## src/rtl/spi_adc_pkg.sv

```systemverilog
// Shared definitions for the SPI sample responder (ADC side of the 16-bit
// inverted-clock sample frame).
package spi_adc_pkg;

  // Default frame geometry: 16 SCLK periods carrying a 12-bit sample.
  localparam int unsigned FRAME_BITS_DEF  = 16;
  localparam int unsigned SAMPLE_BITS_DEF = 12;
  localparam int unsigned LEAD_ZEROS      = FRAME_BITS_DEF - SAMPLE_BITS_DEF;

  // Responder frame state.
  typedef enum logic [1:0] {
    ST_IDLE  = 2'd0,
    ST_SHIFT = 2'd1,
    ST_TAIL  = 2'd2
  } state_t;

endpackage

```

## src/rtl/sync_edge.sv

```systemverilog
// Multi-stage synchroniser for one asynchronous input with edge detection.
// All flops reset to 1 so an idle-high line (cs_n, CPOL=1 sclk) never shows
// a spurious edge coming out of reset.
module sync_edge #(
  parameter int unsigned SYNC_STAGES = 2
) (
  input  logic clk,
  input  logic rst_a_n,
  input  logic i_async,
  output logic o_level,
  output logic o_rise,
  output logic o_fall
);

  logic [SYNC_STAGES-1:0] r_sync;
  logic                   r_prev;

  // Shift the pin through the synchroniser and remember the last synchronised level.
  always_ff @(posedge clk or negedge rst_a_n) begin
    if (!rst_a_n) begin
      r_sync <= {SYNC_STAGES{1'b1}};
      r_prev <= 1'b1;
    end else begin
      r_sync <= {r_sync[SYNC_STAGES-2:0], i_async};
      r_prev <= r_sync[SYNC_STAGES-1];
    end
  end

  assign o_level = r_sync[SYNC_STAGES-1];
  assign o_rise  = r_sync[SYNC_STAGES-1] & ~r_prev;
  assign o_fall  = ~r_sync[SYNC_STAGES-1] & r_prev;

endmodule

```

## src/rtl/spi_sample_responder.sv

```systemverilog
// SPI slave playing the ADC side of the sample frame: takes 12-bit samples
// over valid/ready and shifts them out MSB first behind leading zeros.
// miso changes on synchronised SCLK falling edges; the first bit is put on
// the line as soon as the frame select is seen.
module spi_sample_responder
  import spi_adc_pkg::*;
#(
  parameter int unsigned FRAME_BITS  = FRAME_BITS_DEF,
  parameter int unsigned SAMPLE_BITS = SAMPLE_BITS_DEF,
  parameter int unsigned SYNC_STAGES = 2
) (
  input  logic                   clk,
  input  logic                   rst_a_n,
  input  logic [SAMPLE_BITS-1:0] sample_i,
  input  logic                   sample_valid_i,
  output logic                   sample_ready_o,
  input  logic                   sclk_i,
  input  logic                   cs_n_i,
  output logic                   miso_o,
  output logic                   miso_oe_o,
  output logic                   frame_done_o,
  output logic                   frame_abort_o,
  output logic                   underrun_o
);

  localparam int unsigned LEAD_Z   = FRAME_BITS - SAMPLE_BITS;
  localparam int unsigned CNT_W    = $clog2(FRAME_BITS);
  localparam int unsigned SETTLE_W = $clog2(SYNC_STAGES + 2);

  localparam logic [CNT_W-1:0]    LAST_BIT    = CNT_W'(FRAME_BITS - 1);
  localparam logic [SETTLE_W-1:0] SETTLE_DONE = SETTLE_W'(SYNC_STAGES + 1);

  // Synchronised pin views.
  logic w_cs_level, w_cs_rise, w_cs_fall;
  logic w_sclk_level, w_sclk_rise, w_sclk_fall;
  logic w_unused_sclk;

  // Registered state.
  state_t                  r_state;
  logic [FRAME_BITS-1:0]   r_shreg;
  logic [CNT_W-1:0]        r_bit_cnt;
  logic [SAMPLE_BITS-1:0]  r_hold;
  logic                    r_hold_full;
  logic [SAMPLE_BITS-1:0]  r_last;
  logic                    r_miso;
  logic                    r_oe;
  logic                    r_done;
  logic                    r_abort;
  logic                    r_underrun;
  logic [SETTLE_W-1:0]     r_settle_cnt;
  logic                    r_armed;

  // Next-state values.
  state_t                  w_state_nxt;
  logic [FRAME_BITS-1:0]   w_shreg_nxt;
  logic [CNT_W-1:0]        w_bit_cnt_nxt;
  logic [SAMPLE_BITS-1:0]  w_hold_nxt;
  logic                    w_hold_full_nxt;
  logic [SAMPLE_BITS-1:0]  w_last_nxt;
  logic                    w_miso_nxt;
  logic                    w_done_nxt;
  logic                    w_abort_nxt;
  logic                    w_underrun_nxt;

  logic                    w_xfer;
  logic                    w_cs_start;
  logic [SAMPLE_BITS-1:0]  w_payload;
  logic [FRAME_BITS-1:0]   w_frame_load;

  sync_edge #(.SYNC_STAGES(SYNC_STAGES)) u_sync_cs (
    .clk     (clk),
    .rst_a_n (rst_a_n),
    .i_async (cs_n_i),
    .o_level (w_cs_level),
    .o_rise  (w_cs_rise),
    .o_fall  (w_cs_fall)
  );

  sync_edge #(.SYNC_STAGES(SYNC_STAGES)) u_sync_sclk (
    .clk     (clk),
    .rst_a_n (rst_a_n),
    .i_async (sclk_i),
    .o_level (w_sclk_level),
    .o_rise  (w_sclk_rise),
    .o_fall  (w_sclk_fall)
  );

  // Only the SCLK falling edge drives the shifter; the other views are unused.
  assign w_unused_sclk = w_sclk_level ^ w_sclk_rise;

  assign w_xfer       = sample_valid_i & ~r_hold_full;
  assign w_cs_start   = w_cs_fall & r_armed;
  assign w_payload    = r_hold_full ? r_hold : r_last;
  assign w_frame_load = {{LEAD_Z{1'b0}}, w_payload};

  // Arm frame start only once the synchroniser has flushed its reset value and
  // cs_n has been seen high, so a cs_n held low through reset release is no start.
  always_ff @(posedge clk or negedge rst_a_n) begin
    if (!rst_a_n) begin
      r_settle_cnt <= {SETTLE_W{1'b0}};
      r_armed      <= 1'b0;
    end else begin
      if (r_settle_cnt != SETTLE_DONE) begin
        r_settle_cnt <= r_settle_cnt + SETTLE_W'(1);
      end else begin
        r_settle_cnt <= r_settle_cnt;
      end
      if ((r_settle_cnt == SETTLE_DONE) && w_cs_level) begin
        r_armed <= 1'b1;
      end else begin
        r_armed <= r_armed;
      end
    end
  end

  // Next-state, shifter, holding register and output decode for the frame FSM.
  always_comb begin
    w_state_nxt     = r_state;
    w_shreg_nxt     = r_shreg;
    w_bit_cnt_nxt   = r_bit_cnt;
    w_last_nxt      = r_last;
    w_miso_nxt      = 1'b0;
    w_done_nxt      = 1'b0;
    w_abort_nxt     = 1'b0;
    w_underrun_nxt  = 1'b0;
    w_hold_nxt      = r_hold;
    w_hold_full_nxt = r_hold_full;

    if (w_xfer) begin
      w_hold_nxt      = sample_i;
      w_hold_full_nxt = 1'b1;
    end else begin
      w_hold_nxt      = r_hold;
      w_hold_full_nxt = r_hold_full;
    end

    case (r_state)
      ST_IDLE: begin
        if (w_cs_start) begin
          w_shreg_nxt     = w_frame_load;
          w_last_nxt      = w_payload;
          w_underrun_nxt  = ~r_hold_full;
          // A sample accepted in this same cycle is kept for the next frame.
          w_hold_full_nxt = w_xfer;
          w_miso_nxt      = w_frame_load[FRAME_BITS-1];
          w_bit_cnt_nxt   = {CNT_W{1'b0}};
          w_state_nxt     = ST_SHIFT;
        end else begin
          w_miso_nxt      = 1'b0;
        end
      end
      ST_SHIFT: begin
        // A closing frame select beats a coincident SCLK edge.
        if (w_cs_rise) begin
          w_abort_nxt = 1'b1;
          w_miso_nxt  = 1'b0;
          w_state_nxt = ST_IDLE;
        end else if (w_sclk_fall) begin
          if (r_bit_cnt == LAST_BIT) begin
            w_done_nxt  = 1'b1;
            w_miso_nxt  = 1'b0;
            w_state_nxt = ST_TAIL;
          end else begin
            w_shreg_nxt   = {r_shreg[FRAME_BITS-2:0], 1'b0};
            w_miso_nxt    = r_shreg[FRAME_BITS-2];
            w_bit_cnt_nxt = r_bit_cnt + CNT_W'(1);
          end
        end else begin
          w_miso_nxt = r_miso;
        end
      end
      ST_TAIL: begin
        // Extra clocks after the frame only ever see zeros.
        w_miso_nxt = 1'b0;
        if (w_cs_rise) begin
          w_state_nxt = ST_IDLE;
        end else begin
          w_state_nxt = ST_TAIL;
        end
      end
      default: begin
        w_miso_nxt  = 1'b0;
        w_state_nxt = ST_IDLE;
      end
    endcase
  end

  // Register FSM state, datapath and all outputs.
  always_ff @(posedge clk or negedge rst_a_n) begin
    if (!rst_a_n) begin
      r_state     <= ST_IDLE;
      r_shreg     <= {FRAME_BITS{1'b0}};
      r_bit_cnt   <= {CNT_W{1'b0}};
      r_hold      <= {SAMPLE_BITS{1'b0}};
      r_hold_full <= 1'b0;
      r_last      <= {SAMPLE_BITS{1'b0}};
      r_miso      <= 1'b0;
      r_oe        <= 1'b0;
      r_done      <= 1'b0;
      r_abort     <= 1'b0;
      r_underrun  <= 1'b0;
    end else begin
      r_state     <= w_state_nxt;
      r_shreg     <= w_shreg_nxt;
      r_bit_cnt   <= w_bit_cnt_nxt;
      r_hold      <= w_hold_nxt;
      r_hold_full <= w_hold_full_nxt;
      r_last      <= w_last_nxt;
      r_miso      <= w_miso_nxt;
      r_oe        <= (w_state_nxt != ST_IDLE);
      r_done      <= w_done_nxt;
      r_abort     <= w_abort_nxt;
      r_underrun  <= w_underrun_nxt;
    end
  end

  assign sample_ready_o = ~r_hold_full;
  assign miso_o         = r_miso;
  assign miso_oe_o      = r_oe;
  assign frame_done_o   = r_done;
  assign frame_abort_o  = r_abort;
  assign underrun_o     = r_underrun;

endmodule

```

## config.mk

```make
export PLATFORM = sky130hd
export DESIGN_NAME = spi_sample_responder
export DESIGN_NICKNAME = d
export VERILOG_FILES = /design/src/rtl/spi_adc_pkg.sv /design/src/rtl/sync_edge.sv /design/src/rtl/spi_sample_responder.sv
export SDC_FILE = /design/constraint.sdc
export NUM_CORES = 1
export LEC_CHECK = 0
export BUFFER_PORTS_ARGS = -buffer_cell sky130_fd_sc_hd__buf_2
export CORE_UTILIZATION = 50
export DETAILED_ROUTE_END_ITERATION = 7
export PLACE_DENSITY = 0.78
export SLEW_MARGIN = 30
export SYNTH_ARGS = -nofsm -noshare
export SYNTH_HDL_FRONTEND = slang
export SYNTH_SLANG_ARGS = --single-unit
```

## constraint.sdc

```tcl
create_clock -name clk -period 2.6 [get_ports clk]
set_input_delay 0.26 -clock clk [delete_from_list [all_inputs] [get_ports clk]]
set_output_delay 0.26 -clock clk [all_outputs]
set_load 0.01 [all_outputs]
```

==> results of run 1 <==
## per-stage QoR
| stage | hold WS [ns] | setup slack [ns] | cells | area [sq um] |
|---|---|---|---|---|
| finish | 0.02961 | 0.6181 | 302 | 2928 |
| global route | 0.006423 | 0.3595 | 302 | 2928 |
| CTS | 0.01366 | 0.6186 | 302 | 2928 |
| detailed placement | 0.3263 | 0.6306 | 285 | 2755 |
| global placement | 0.3221 | 0.7885 | 285 | 2755 |
| floorplan | -0.03559 | 1.086 | 203 | 2589 |
## final cells by class
cell class,instances,area (sq um),area share [%]
sequential,60,1509,51.54
multi-input combinational,129,1011,34.53
clock buffer,14,152.6,5.214
timing repair buffer,27,150.1,5.128
tap,67,83.83,2.863
inverter,3,11.26,0.3846
clock inverter,2,10.01,0.3419
## routing by layer
metal | up-vias | GRT usage (%)
met5 | - | 0
met2 | 34 | 25.25
met3 | 9 | 6.640
met4 | 0 | 10.04
met1 | 778 | 23.92
li1 | 787 | -
## power groups by stage
stage / combinational (W) / clock, W / sequential [W]
6_report: 0.000646 / 0.000692 / 0.00141
5_1_grt: 0.000714 / 0.000756 / 0.00145
4_1_cts: 0.000656 / 0.000714 / 0.00141
3_5_place_dp: 0.000652 / 0 / 0.00142
3_3_place_gp: 0.000629 / 0 / 0.00141
2_1_floorplan: 0.000556 / 0 / 0.00136
## worst reg2reg max path, delay by kind of cell (launching register included)
family          cells  cell delay (ns)
compound gates      2             0.42
flops               1             0.49
simple gates        2             0.95
## kinds of logic after synthesis
| logic type | synth area share (%) |
|---|---|
| AO/OA/AOI/OAI | 15.71 |
| buffers and inverters | 2.658 |
| AND/OR/NAND/NOR | 9.038 |
| multiplexers | 13.00 |
| flip-flops | 58.29 |
| XOR/XNOR | 0.3384 |
| adder cells (fa/ha/maj) | 0.9665 |
## flip-flops by register name, summed over array words and instances, names as in the netlist, 2 cells and up
signal and cells:
r_shreg 15, r_hold 12, r_last 12, r_bit_cnt 4
r_settle_cnt 2, r_state 2, u_sync_cs.r_sync 2, u_sync_sclk.r_sync 2
## Yosys cell counts (all sizes together), types with 2 or more instances
cell     instances  area [sq um]
nor3             2         10.01
mux2            21         236.5
a22o             4         35.03
nand2b           4         25.02
nand3            3         15.01
nor2             4         15.01
o22ai            3         18.77
a21oi            2         10.01
nor2b            4         25.02
dfstp            6         157.7
a2bb2oi         11         158.9
nand2           23         86.33
mux2i           10         100.1
clkbuf           3         11.26
o21ai           19         95.09
inv              3         11.26
dfrtp           54          1351
ha               2         25.02
buf              8         46.29
## worst paths after layout
kind	from	endpoint	slack (ns)
max	r_state[1]$_DFF_PN0_	r_shreg[11]$_DFFE_PN0P_	0.62
min reg2reg	u_sync_sclk.r_sync[0]$_DFF_PN1_	u_sync_sclk.r_sync[1]$_DFF_PN1_	0.35
min	sclk_i	u_sync_sclk.r_sync[0]$_DFF_PN1_	0.03
min in group asynchronous	rst_a_n	r_shreg[12]$_DFFE_PN0P_	0.49
max reg2reg	r_state[1]$_DFF_PN0_	r_shreg[11]$_DFFE_PN0P_	0.62
max in group asynchronous	rst_a_n	u_sync_cs.r_sync[1]$_DFF_PN1_	1.37
==> insert_results.sql, run 1 <==
INSERT INTO impl_metrics (metric_group, metric, value, unit) VALUES
('detailed_routing', 'drtPass1Iterations', '4', ''),
('critical_path', 'critical_path.max_stage_delay', '0.56', 'ns'),
('cts', 'tritoncts', 'yes', ''),
('finish', 'antenna_cells_inserted', '0', ''),
('critical_path', 'worst-setup-path-type', 'reg -> reg', ''),
('logic_synthesis', 'synthesized_area', '2589', 'sq um'),
('cts', 'numCtsBuffers', '9', ''),
('sta', 'finClkSkew', '0.006767', 'ns'),
('placement', 'gp_routability_congestion', '0.8582', ''),
('cts', 'clkSinkCount', '60', ''),
('grt', 'grt_first_pass_wirelength', '7.058', 'mm'),
('sta', 'slew_viol_final', '0', ''),
('placement', 'post-dp-hpwl', '2.980', 'mm'),
('sta', 'post_route_clock_period_utilization', '76.23', '%'),
('logic_synthesis', 'yosysSeqAreaShare', '58.29', '%'),
('floorplan', 'die_footprint', '5469', 'sq um'),
('cts', 'clk-insertion-delay-late', '0.33', 'ns'),
('sta', 'max-slew-margin-rel', '50.62', '%'),
('logic_synthesis', 'postSynthRegisterBits', '60', ''),
('finish', 'final_core_util', '60.39', '%'),
('sta', 'rsz0062_at_grt', 'false', ''),
('critical_path', 'crit_path_end_kind', 'register', ''),
('sta', 'timing.fmax', '0.5046', 'GHz'),
('detailed_routing', 'routed-wl-met2', '1.886', 'mm'),
('critical_path', 'critical_path_buf_inv_count', '0', ''),
('logic_synthesis', 'syn-mean-instance-area', '12.75', 'sq um'),
('grt', 'largest_net_degree_at_the_start_of_global_routing', '30', ''),
('logic_synthesis', 'synth-edff-count', '0', ''),
('logic_synthesis', 'synth.net_count', '222', ''),
('cts', 'clockRootBuffer', 'clkbuf_8', ''),
('finish', 'layout.nets', '249', ''),
('outcome', 'run_status', 'finished, final reports clean', ''),
('detailed_routing', 'final_antenna_net_count', '0', ''),
('detailed_routing', 'drc', '0', ''),
('flow_run', 'maximum_capacitance_violations', '0', ''),
('critical_path', 'worst-path-max-fanout', '11', ''),
('floorplan', 'die_h', '73.96', 'um'),
('grt', 'antenna_found_initial', '0', ''),
('critical_path', 'worst-path-stages', '4', ''),
('finish', 'syn_to_final_growth', '13.10', '%'),
('grt', 'via_count_of_the_first_global_routing_pass', '1532', ''),
('cts', 'maximum_level_of_the_cts_h_tree', '3', ''),
('finish', 'layout_commonest_cell', 'dfrtp_1', ''),
('power', 'power_density', '937.6', 'nW/um^2'),
('detailed_routing', 'initialDrtViolationCount', '91', ''),
('detailed_routing', 'route.final.wire_length', '4.199', 'mm'),
('grt', 'grt.overflow.total', '0', ''),
('finish', 'layout_common_cells', 'dfrtp_1, nand2_1, buf_2', ''),
('power', 'vdd_ir_drop_max', '517.0', 'uV'),
('power', 'design_power_total', '0.002745', 'W'),
('hold_path', 'min_path_type', 'in -> reg', ''),
('floorplan', 'placeableCoreArea', '4848', 'sq um'),
('critical_path', 'reg2reg_depth', '4', ''),
('floorplan', 'fp.dieW', '73.96', 'um'),
('logic_synthesis', 'synth_top_flop_cell', 'dfrtp_1', ''),
('sta', 'totalNegativeSetupSlack', '0', 'ns'),
('detailed_routing', 'wire_per_inst', '13.90', 'um'),
('power', 'p_int', '0.001960', 'W'),
('cts', 'post_cts_repair_resize_count', '0', ''),
('logic_synthesis', 'ys_types', '39', ''),
('power', 'p_sw_share', '28.61', '%'),
('hold_path', 'holdPathStages', '1', ''),
('critical_path', 'crit_chain', 'nor2b_1 -> nand3_1 -> o21ai_0 -> a2bb2oi_2', ''),
('cts', 'cts.path.max_buffers', '2', ''),
('critical_path', 'cpMaxStageDelayCell', 'nor2b_1', ''),
('sta', 'worst_pin_slew', '0.7407', 'ns'),
('cts', 'cts_post_setup_buffers_inserted', '0', ''),
('detailed_routing', 'wl_met3', '199', 'um'),
('critical_path', 'crit_arrival', '2.19', 'ns'),
('logic_synthesis', 'async_reset_ff_share', '100.0', '%'),
('detailed_routing', 'vias', '1608', '');
(Power assumes the default switching activity.)
==> run 2, diff against run 1 <==
Clock period 2.6 ns to 1.9 ns, I/O delays scaled along.
==> run 2 against run 1 <==
First-iteration DRC count is 19% higher. Maximum frequency is 15% higher. Worst setup slack worse by 0.45 ns. Critical endpoint is now r_last[9]$_DFFE_PN0P_. Largest cell class unchanged. Highest routed layer unchanged.
==> insert_results.sql, run 2 (same netlist as run 1, synthesis figures left out) <==
INSERT INTO impl_metrics (metric_group, metric, value, unit) VALUES
('outcome', 'run_status', 'finished, final reports clean', ''),
('power', 'leakagePower', '1.387', 'nW'),
('cts', 'clkSinkCount', '60', ''),
('finish', 'largestRegisters', 'r_shreg: 15 flops, r_hold: 12 flops, r_last: 12 flops', ''),
('sta', 'max-slew-margin-rel', '62.00', '%'),
('finish', 'largest_reg_flops', '15', ''),
('floorplan', 'die_h', '73.96', 'um'),
('cts', 'cts.path.max_buffers', '2', ''),
('detailed_routing', 'drtPass1Iterations', '4', ''),
('sta', 'rsz0062_at_grt', 'false', ''),
('power', 'design_power_total', '0.004082', 'W'),
('finish', 'antenna_cells_inserted', '0', ''),
('cts', 'maximum_level_of_the_cts_h_tree', '3', ''),
('finish', 'syn_to_final_growth', '17.59', '%'),
('grt', 'via_count_of_the_first_global_routing_pass', '1618', ''),
('grt', 'antenna_found_initial', '0', ''),
('sta', 'finClkSkew', '0.007297', 'ns'),
('finish', 'layout_commonest_cell', 'dfrtp_1', ''),
('cts', 'clockRootBuffer', 'clkbuf_8', ''),
('sta', 'hold_ws', '0.07796', 'ns'),
('floorplan', 'placeableCoreArea', '4848', 'sq um'),
('detailed_routing', 'drc', '0', ''),
('sta', 'period_needed', '1.730', 'ns'),
('grt', 'grt.overflow.total', '0', ''),
('floorplan', 'die_footprint', '5469', 'sq um'),
('critical_path', 'crit_path_end_kind', 'register', ''),
('detailed_routing', 'vias_per_cell', '5.377', ''),
('floorplan', 'effective_utilization_at_floorplan', '53.39', '%'),
('critical_path', 'worst-setup-path-type', 'reg -> reg', ''),
('sta', 'worst_pin_slew', '0.5700', 'ns'),
('detailed_routing', 'final_antenna_net_count', '0', ''),
('detailed_routing', 'vias', '1656', ''),
('critical_path', 'required_worst_endpoint', '2.11', 'ns'),
('sta', 'post_route_clock_period_utilization', '91.04', '%'),
('sta', 'postLayoutSetupSlackWorst', '0.1703', 'ns'),
('grt', 'grt_first_pass_wirelength', '7.700', 'mm'),
('grt', 'total_routing_usage_gr', '19.50', '%'),
('cts', 'clk_transition_reported_paths', '0.06', 'ns'),
('placement', 'post-dp-hpwl', '3.083', 'mm'),
('sta', 'final_hold_viol_count', '0', ''),
('finish', 'finalNonFillerCells', '308', ''),
('placement', 'port_buffers', '22', ''),
('cts', 'clk-insertion-delay-late', '0.33', 'ns'),
('sta', 'timing.fmax', '0.5781', 'GHz'),
('critical_path', 'reg2reg_depth', '4', ''),
('hold_path', 'min_path_type', 'in -> reg', ''),
('finish', 'layout-drive-gt1-share', '35.68', '%'),
('flow_run', 'maximum_capacitance_violations', '0', ''),
('critical_path', 'worst-path-max-fanout', '5', ''),
('cts', 'numCtsBuffers', '9', ''),
('sta', 'slew_viol_final', '0', ''),
('placement', 'dpl_worst_slack', '0.1841', 'ns'),
('sta', 'setup_viol', '0', ''),
('detailed_routing', 'wire_per_inst', '14.55', 'um'),
('critical_path', 'crit_arrival', '1.94', 'ns'),
('cts', 'post_cts_repair_resize_count', '0', ''),
('cts', 'cts_post_setup_buffers_inserted', '0', ''),
('placement', 'gp_routability_congestion', '0.8850', ''),
('finish', 'layout_common_cells', 'dfrtp_1, nand2_1, buf_2', ''),
('grt', 'largest_net_degree_at_the_start_of_global_routing', '37', ''),
('floorplan', 'std_cell_rows', '25', ''),
('floorplan', 'pin_count', '23', ''),
('floorplan', 'fp.dieW', '73.96', 'um'),
('finish', 'registers.top_by_ff_count', 'r_shreg', ''),
('finish', 'layout.nets', '255', ''),
('power', 'power_density', '1341', 'nW/um^2'),
('critical_path', 'timing.critical_path.from_type', 'register', ''),
('cts', 'tritoncts', 'yes', ''),
('detailed_routing', 'route.final.wire_length', '4.481', 'mm'),
('placement', 'placedCellCount', '289', ''),
('hold_path', 'holdPathStages', '2', ''),
('detailed_routing', 'initialDrtViolationCount', '108', ''),
('power', 'vdd_ir_drop_max', '613.9', 'uV'),
('sta', 'totalNegativeSetupSlack', '0', 'ns');
[run 2: cell types whose count changed in the layout (fill, tap and decap cells not counted), sizes merged]
| cell | before | now |
|---|---|---|
| buf | 26 | 30 |
| clkbuf | 14 | 11 |
| bufinv | 0 | 2 |
| dlygate4sd3 | 1 | 3 |
| clkinv | 2 | 3 |
[run 2: critical path: stages, from the launching register on]
cell and delay, ns:
dfstp_2 0.55, nand2_1 0.09, nor4_2 0.38, nand2_1 0.27, mux2_2 0.33
[run 2: path summary, 6_finish.rpt]
check / from / to / slack, ns
hold / removal: sample_valid_i / r_hold_full$_DFF_PN0_ / 0.08
max in group asynchronous: rst_a_n / r_shreg[0]$_DFFE_PN0P_ / 0.93
min in group asynchronous: rst_a_n / r_shreg[14]$_DFFE_PN0P_ / 0.39
hold reg to reg: u_sync_cs.r_sync[0]$_DFF_PN1_ / u_sync_cs.r_sync[1]$_DFF_PN1_ / 0.36
setup reg to reg: u_sync_cs.r_prev$_DFF_PN1_ / r_last[9]$_DFFE_PN0P_ / 0.17
setup / recovery: u_sync_cs.r_prev$_DFF_PN1_ / r_last[9]$_DFFE_PN0P_ / 0.17
[run 2: layout make-up]
type / instances / area, sq um
tap: 67 / 83.83
sequential: 60 / 1509
fill: 380 / 1804
timing repair buffer: 33 / 212.7
multi-input combinational: 129 / 1011
clock buffer: 11 / 141.4
inverter: 3 / 11.26
clock inverter: 5 / 75.07
[run 2: repair_timing]
action / 4_1_cts / 5_1_grt
endpoints found under the setup margin: 0 / 0
endpoints found under the hold margin: 20 / 0
hold buffers: 3 / 0
[run 2: power by group]
group	internal, W	total [W]	switching, W
sequential	0.00167	0.00192	0.000249
combinational	0.000525	0.000936	0.000411
clock	0.000767	0.00123	0.000460
total	0.00296	0.00408	0.00112
[run 2: layer usage]
layer | wire [um] | share of wire, % | track usage (%) | vias up
li1 | - | - | - | 796
met1 | 2124 | 47 | 25.93 | 819
met2 | 2069 | 46 | 28.79 | 31
met3 | 172 | 3.8 | 7.046 | 10
met4 | 114 | 2.5 | 8.761 | 0
met5 | 0 | 0 | 0 | -
[run 2: per-stage QoR]
stage / util [%] / instance area, sq um
3_3_place_gp: 57.70 / 2798
4_1_cts: 62.79 / 3044
6_report: 62.79 / 3044
3_5_place_dp: 57.70 / 2798
2_1_floorplan: - / 2589
5_1_grt: 62.79 / 3044
